File: config.mk
export PLATFORM = sky130hd
export DESIGN_NAME = stopwatch_tick_ctrl
export DESIGN_NICKNAME = d
export VERILOG_FILES = /design/src/rtl/stopwatch_tick_ctrl.sv
export SDC_FILE = /design/constraint.sdc
export NUM_CORES = 1
export LEC_CHECK = 0
export ABC_AREA = 0
export BUFFER_PORTS_ARGS = -buffer_cell sky130_fd_sc_hd__buf_2
export CAP_MARGIN = 20
export CORE_ASPECT_RATIO = 0.9
export CORE_UTILIZATION = 50
export DETAILED_ROUTE_END_ITERATION = 7
export PLACE_DENSITY = 0.62
export SYNTH_ARGS = -nofsm -noshare
export SYNTH_HDL_FRONTEND = slang
export SYNTH_SLANG_ARGS = --single-unit
File: constraint.sdc
create_clock -name CLOCK_50 -period 2.27 [get_ports CLOCK_50]
set_input_delay 0.681 -clock CLOCK_50 [delete_from_list [all_inputs] [get_ports CLOCK_50]]
set_output_delay 0.681 -clock CLOCK_50 [all_outputs]
set_load 0.03 [all_outputs]
File: src/rtl/stopwatch_tick_ctrl.sv
// stopwatch_tick_ctrl: debounced run/clear keys drive an IDLE/RUN/PAUSE FSM and a tick prescaler.
// Latency: a clean key press changes running/clear DEBOUNCE_CYCLES+4 rising edges after the raw key falls.
// Backpressure: none; tick and clear are one-cycle enables the downstream counter must take immediately.
//
// Ports:
//   CLOCK_50  in  system clock, everything on the rising edge
//   rst       in  synchronous reset, active-high, overrides every event
//   key_run_n in  raw run/pause pushbutton, active-low, asynchronous to CLOCK_50
//   key_clr_n in  raw clear pushbutton, active-low, asynchronous to CLOCK_50
//   tick      out one-cycle enable, once every DIV cycles while running
//   clear     out one-cycle pulse telling the downstream counter to load zero
//   running   out high while the FSM is in RUN

module stopwatch_tick_ctrl #(
  parameter int CLK_HZ          = 50000000,
  parameter int TICK_HZ         = 1,
  parameter int DEBOUNCE_CYCLES = 1000000
) (
  input  logic CLOCK_50,
  input  logic rst,
  input  logic key_run_n,
  input  logic key_clr_n,
  output logic tick,
  output logic clear,
  output logic running
);

  localparam int DIV  = CLK_HZ / TICK_HZ;
  localparam int PW   = $clog2(DIV);
  localparam int DB_W = $clog2(DEBOUNCE_CYCLES);

  localparam logic [PW-1:0]   PRESC_LAST = PW'(DIV - 1);
  localparam logic [DB_W-1:0] DB_LAST    = DB_W'(DEBOUNCE_CYCLES - 1);

  typedef enum logic [1:0] {
    IDLE  = 2'd0,
    RUN   = 2'd1,
    PAUSE = 2'd2
  } state_t;

  // Bit 0 is the run key, bit 1 the clear key.
  logic [1:0]      sync1;
  logic [1:0]      sync2;
  logic [1:0]      stable;
  logic [1:0]      stable_d;
  logic [1:0]      press;
  logic [DB_W-1:0] db_cnt [2];

  logic run_ev;
  logic clr_ev;

  state_t        state, state_nxt;
  logic [PW-1:0] presc, presc_nxt;
  logic          tick_nxt;
  logic          clear_nxt;

  // Synchronizer, debouncer and press-edge detector for both keys.
  always_ff @(posedge CLOCK_50) begin
    if (rst) begin
      sync1    <= 2'b11;
      sync2    <= 2'b11;
      stable   <= 2'b11;
      stable_d <= 2'b11;
      press    <= 2'b00;
      for (int i = 0; i < 2; i++) db_cnt[i] <= '0;
    end else begin
      sync1    <= {key_clr_n, key_run_n};
      sync2    <= sync1;
      stable_d <= stable;
      // Only the 1->0 (press) transition of the accepted level is an event.
      press    <= stable_d & ~stable;
      for (int i = 0; i < 2; i++) begin
        if (sync2[i] == stable[i]) begin
          db_cnt[i] <= '0;
        end else if (db_cnt[i] == DB_LAST) begin
          // The new level has held long enough: accept it.
          stable[i] <= sync2[i];
          db_cnt[i] <= '0;
        end else begin
          db_cnt[i] <= db_cnt[i] + 1'b1;
        end
      end
    end
  end

  assign run_ev = press[0];
  assign clr_ev = press[1];

  // State, prescaler and output pulse registers.
  always_ff @(posedge CLOCK_50) begin
    if (rst) begin
      state <= IDLE;
      presc <= '0;
      tick  <= 1'b0;
      clear <= 1'b0;
    end else begin
      state <= state_nxt;
      presc <= presc_nxt;
      tick  <= tick_nxt;
      clear <= clear_nxt;
    end
  end

  always_comb begin
    state_nxt = state;
    presc_nxt = presc;
    tick_nxt  = 1'b0;
    clear_nxt = 1'b0;
    if (clr_ev) begin
      // Clear outranks a simultaneous run event and suppresses a due tick.
      state_nxt = IDLE;
      presc_nxt = '0;
      clear_nxt = 1'b1;
    end else begin
      // A run event in the wrap cycle still lets that tick through.
      tick_nxt = (state == RUN) && (presc == PRESC_LAST);
      unique case (state)
        IDLE: begin
          presc_nxt = '0;
          if (run_ev) state_nxt = RUN;
        end
        RUN: begin
          presc_nxt = (presc == PRESC_LAST) ? '0 : presc + 1'b1;
          if (run_ev) state_nxt = PAUSE;
        end
        PAUSE: begin
          // Prescaler holds so a resume continues the partial period.
          if (run_ev) state_nxt = RUN;
        end
        default: begin
          state_nxt = IDLE;
          presc_nxt = '0;
        end
      endcase
    end
  end

  assign running = (state == RUN);

endmodule

==> qor.txt, run 1 <==
Outcome: finished, final reports clean
Placed cell area: 4310 um2
Unrepaired setup endpoints after global routing: no
Setup TNS: 0 ns
CTS max path bufs: 2
DRC: 0
Sink Count: 80
Routed len/inst: 12.8 um
Max Fclk: 492 MHz
Placed Cells: 553
Setup Skew: 0.0126 ns
Starting Density: 0.521
Antenna viol nets, final: 0
Power Density: 609 nW/um2
Maxcap violations: 0
Placed wire-length estimate: 5120 um
Die Wd: 95.7 um
Row cnt: 30
CP required: 2.51 ns
Peak supply drop: 0.000456 V
Fin cells: 569
Remaining Overflow, GRT: 0
Clk pin slew, worst setup/hold paths: 0.09 ns
Worst hold stages: 1
Ant diodes: 0
Setup CP Type: reg2reg
R2R cell count: 6
Die ar.: 8260 um2
Rel. slew slack: 0.616
Ys Warns: 0
Nets: 475
CP Capture Type: register
Routed vias: 2942
GRT Overall Usage: 0.193
DR vias/cell: 5.17
I/O Pins: 7
Final instance area: 4530 um2
R2R setup slack: 0.24 ns
Tightest Pin Transition: 0.570 ns
Distinct cells, synth: 50
Startpoint Class: register
Max Transition Viols Final: 0
Final Wtd Congestion: 0.768
CP max FO: 7
CTS Buf Count: 9
Final worst slack: 0.239 ns
Gate Count Post-Synth: 409
Commonest non-fill, non-tap cell in the layout: nor2_1
Initial DRC Count: 127
CTS tree: yes
Final setup fails: 0
Core area: 7580 um2
Worst slack at placement: 0.213 ns
Area grow syn2layout: 14.6%
Vias in the first global route: 2662
Largest net degree at the start of global routing: 24
Final min period: 2.03 ns
Resized cells post-CTS: 0
Layout cells sized above 1: 0.123
Leak: 1.65 nW
DRT Wirelength: 7280 um
Initial antenna violation count: 0
Die Y: 86.3 um
Seq cells post-synth: 80
Most frequent cells in the layout: nor2_1 (66), dfxtp_1 (40), edfxtp_1 (40), conb_1 (40), nand2_1 (32)
Final Hold Viols: 0
# port buffers: 6
WP data arrival: 2.27 ns
Tcrit/Tclk final: 0.895
Worst min path class: reg2reg
Mapped cell area: 3950 um2
First-pass GRT wire length: 12300 um
Avg Inst Size Synth: 9.66 um2
Hold_buf cts: 0
Clock root buffer master: clkbuf_8
Seq/Total Area, Yosys: 0.506
Setup bufs post-CTS: 0
Worst skew pair latency: 0.35 ns
Drt pass-1 iters: 4
H-tree Lvls: 3
==> where the power goes <==
| part | switching, mW | leakage (nW) | internal [mW] |
|---|---|---|---|
| clock | 0.513 | 0.110 | 0.591 |
| combinational | 0.0422 | 0.805 | 0.0331 |
| sequential | 0.0329 | 0.736 | 1.55 |
==> area by class of cell <==
type                            count  area [um2]
Clock buffer                       15         209
Clock inverter                      1        5.00
Fill cell                         683        3050
Inverter                           10        37.5
Multi-Input combinational cell    345        1990
Sequential cell                    80        2000
Tap cell                           96         120
Timing Repair Buffer               22         163
==> Yosys cell counts, drive strengths merged <==
cell type,count,area (um2)
and4,6,57.6
a21o,3,23.8
nand4,15,100
and2,2,13.8
a221oi,1,8.76
nand3,30,168
mux2i,1,10.0
o31ai,1,7.51
nand2,32,120
or2,7,43.8
edfxtp,40,1200
mux2,1,11.3
or3,5,31.3
o211ai,1,7.51
a211o,2,17.5
buf,5,31.3
conb,1,3.75
nor4,6,52.6
o21ai,16,80.1
a22oi,3,22.5
nor2b,4,25.0
nor4b,6,52.6
nor3,5,25.0
a21oi,13,68.8
nor4bb,1,10.0
and3,10,63.8
a32oi,1,8.76
a31oi,9,56.3
clkbuf,8,40.0
a41oi,3,26.3
nand2b,4,25.0
ha,3,37.5
or4,2,15.0
xor2,29,254
xnor2,16,140
nor2,67,254
inv,10,37.5
dfxtp,40,801
==> per-stage QoR <==
| stage | util | hold WS, ns | power [mW] |
|---|---|---|---|
| final | 0.597 | 0.413 | 2.76 |
| after global routing | 0.597 | 0.424 | 2.85 |
| after CTS | 0.597 | 0.416 | 2.79 |
| after detailed placement | 0.568 | 0.396 | 1.69 |
| after global placement | 0.568 | 0.396 | 1.69 |
| after floorplan | - | 0.389 | 1.66 |
==> cell families after synthesis <==
logic type / Yosys count / synth area share
multiplexers: 2 / 0.00538
adder cells (fa/ha/maj): 3 / 0.00950
XOR/XNOR: 45 / 0.0997
flip-flops: 80 / 0.506
other: 1 / 0.000949
AND/OR/NAND/NOR: 202 / 0.267
AO/OA/AOI/OAI: 53 / 0.0829
buffers and inverters: 23 / 0.0275
==> worst max-delay path, stage by stage, from the launching register on <==
cell,delay (ns)
dfxtp_1,0.39
ha_1,0.25
nand4_1,0.19
or4_1,0.69
nor2_1,0.14
o21ai_0,0.08
a21o_1,0.20
==> state kept, by name, indices dropped and copies added, names as in the netlist <==
| signal | flops |
|---|---|
| stable_d | 2 |
| presc | 26 |
| state | 2 |
| clear | 1 |
| sync1 | 2 |
| tick | 1 |
| sync2 | 2 |
| db_cnt | 40 |
| stable | 2 |
| press | 2 |
==> worst paths after layout <==
check	startpoint	endpoint
max	presc[0]	presc[20]
min	sync1[1]	sync2[1]
max reg2reg	presc[0]	presc[20]
min reg2reg	sync1[1]	sync2[1]
==> layer usage <==
| layer | GRT usage | wire [um] | vias to the layer above |
|---|---|---|---|
| met4 | 0.0570 | 63 | 0 |
| li1 | - | - | 1546 |
| met5 | 0 | 0 | - |
| met2 | 0.325 | 3410 | 39 |
| met1 | 0.246 | 3560 | 1350 |
| met3 | 0.0474 | 243 | 7 |
Power figures use the tool's default switching activity.
==> run 2: changes to the inputs <==
Settings changed: SKIP_LAST_GASP set to 1.
Clock period 2.27 ns to 2.6 ns, I/O delays scaled along.
==> qor.txt, run 2 (same netlist as run 1, synthesis figures left out) <==
Peak per-stage delay on the critical path: 0.41 ns
Power Density: 526 nW/um2
Core area: 7580 um2
WP data arrival: 2.36 ns
I/O Pins: 7
CTS Buf Count: 9
Worst slack at placement: 0.351 ns
Hold WS: 0.410 ns
CP required: 2.70 ns
First-pass GRT wire length: 12200 um
Die ar.: 8260 um2
Final worst slack: 0.338 ns
Layout cells sized above 1: 0.109
Placed wire-length estimate: 4940 um
CTS max path bufs: 2
R2r endpoint: db_cnt[1][8]
Fill count: 675
Antenna viol nets, final: 0
Initial antenna violation count: 0
CP Capture Type: register
Setup Skew: 0.0111 ns
Resized cells post-CTS: 0
CTS tree: yes
GRT Overall Usage: 0.189
Largest register by flop count: db_cnt
CP max FO: 8
Startpoint Class: register
Maxcap violations: 0
Most frequent cells in the layout: nor2_1 (66), dfxtp_1 (40), edfxtp_1 (40), conb_1 (40), nand2_1 (32)
Die Y: 86.3 um
Tightest Pin Transition: 0.619 ns
Placed Cells: 547
DR vias/cell: 5.29
Worst skew pair latency: 0.35 ns
Power Total: 2.34 mW
Hold_buf cts: 0
Drt pass-1 iters: 4
# port buffers: 6
R2R setup slack: 0.34 ns
Vias in the first global route: 2690
Largest net degree at the start of global routing: 21
Rel. slew slack: 0.584
Routed vias: 2978
Max reg flops: 40
Clock root buffer master: clkbuf_8
Peak supply drop: 0.000352 V
Sequence of cells on the critical path: ha_1 -> nand2_1 -> or3_1 -> nor3_1 -> or3_1 -> buf_4 -> nor2_1
DRC: 0
H-tree Lvls: 3
Worst min path class: reg2reg
Area grow syn2layout: 12.6%
Ant diodes: 0
Nets: 469
Starting Density: 0.521
Crit path to: db_cnt[1][8]
Critical path launch point: db_cnt[1][0]
Row cnt: 30
Final Wtd Congestion: 0.752
Top flop regs: db_cnt: 40 flops, presc: 26 flops
Setup TNS: 0 ns
Remaining Overflow, GRT: 0
Unrepaired setup endpoints after global routing: no
Initial DRC Count: 147
Final setup fails: 0
Fin cells: 563
Sink Count: 80
CP Buf/Inv Count: 1
Setup bufs post-CTS: 0
Setup CP Type: reg2reg
Die Wd: 95.7 um
Crit Reg-Reg Startpoint: db_cnt[1][0]
Tcrit/Tclk final: 0.870
R2R cell count: 7
Crit-path most repeated cell: or3_1
Outcome: finished, final reports clean
DRT Wirelength: 6960 um
Max Fclk: 442 MHz
Slowest cell on crit path: or3_1
Final min period: 2.26 ns
Max Transition Viols Final: 0
Crit path depth: 7
Leak: 1.60 nW
Family with the most delay on the worst path: simple AND/OR/NAND/NOR gates
Routed len/inst: 12.4 um
Final Hold Viols: 0
Clk pin slew, worst setup/hold paths: 0.08 ns
Commonest non-fill, non-tap cell in the layout: nor2_1
run 2: cell types whose count changed in the layout (fill, tap and decap cells not counted):
cell | previous run | this run
clkinvlp_4 | 0 | 1
nor3_2 | 1 | 0
buf_4 | 15 | 10
nor3_1 | 4 | 5
buf_12 | 1 | 0
clkbuf_16 | 2 | 1
run 2: worst min-delay path by stage:
stage / from / to / slack (ns) / depth (start not counted)
5_1_grt: stable_d[1] / press[1] / 0.42 / 2
4_1_cts: sync1[1] / sync2[1] / 0.41 / 1
3_5_place_dp: sync1[1] / sync2[1] / 0.39 / 1
3_3_place_gp: sync1[1] / sync2[1] / 0.39 / 1
2_1_floorplan: sync1[0] / sync2[0] / 0.39 / 1
6_report: stable_d[0] / press[0] / 0.41 / 2
run 2: layout make-up:
cell class                 instances  area, um2  area share
clock inverter                     2       12.5     0.00281
clock buffer                      14        184      0.0413
multi-input combinational        345       1990       0.447
inverter                          10       37.5     0.00844
timing repair buffer              16        105      0.0236
tap                               96        120      0.0270
sequential                        80       2000       0.450
run 2: per-stage QoR:
| step | util | area [um2] |
|---|---|---|
| global route | 0.587 | 4450 |
| CTS | 0.587 | 4450 |
| global placement | 0.561 | 4250 |
| detailed placement | 0.561 | 4250 |
| floorplan | - | 4100 |
| finish | 0.587 | 4450 |
run 2: layer usage:
metal | up-vias | GRT usage | part of all wire
li1 | 1529 | - | -
met1 | 1405 | 0.254 | 0.51
met2 | 35 | 0.296 | 0.44
met3 | 9 | 0.0447 | 0.031
met4 | 0 | 0.0678 | 0.012
met5 | - | 0 | 0
run 2: report_power, final:
part	switching [mW]	internal (mW)
clock	0.439	0.457
combinational	0.0353	0.0270
sequential	0.0296	1.35
total	0.504	1.84
run 2: worst min-delay path, cell delays in order (launching register included):
cell     delay (ns)
dfxtp_1        0.30
inv_1          0.04
nor2_1         0.03
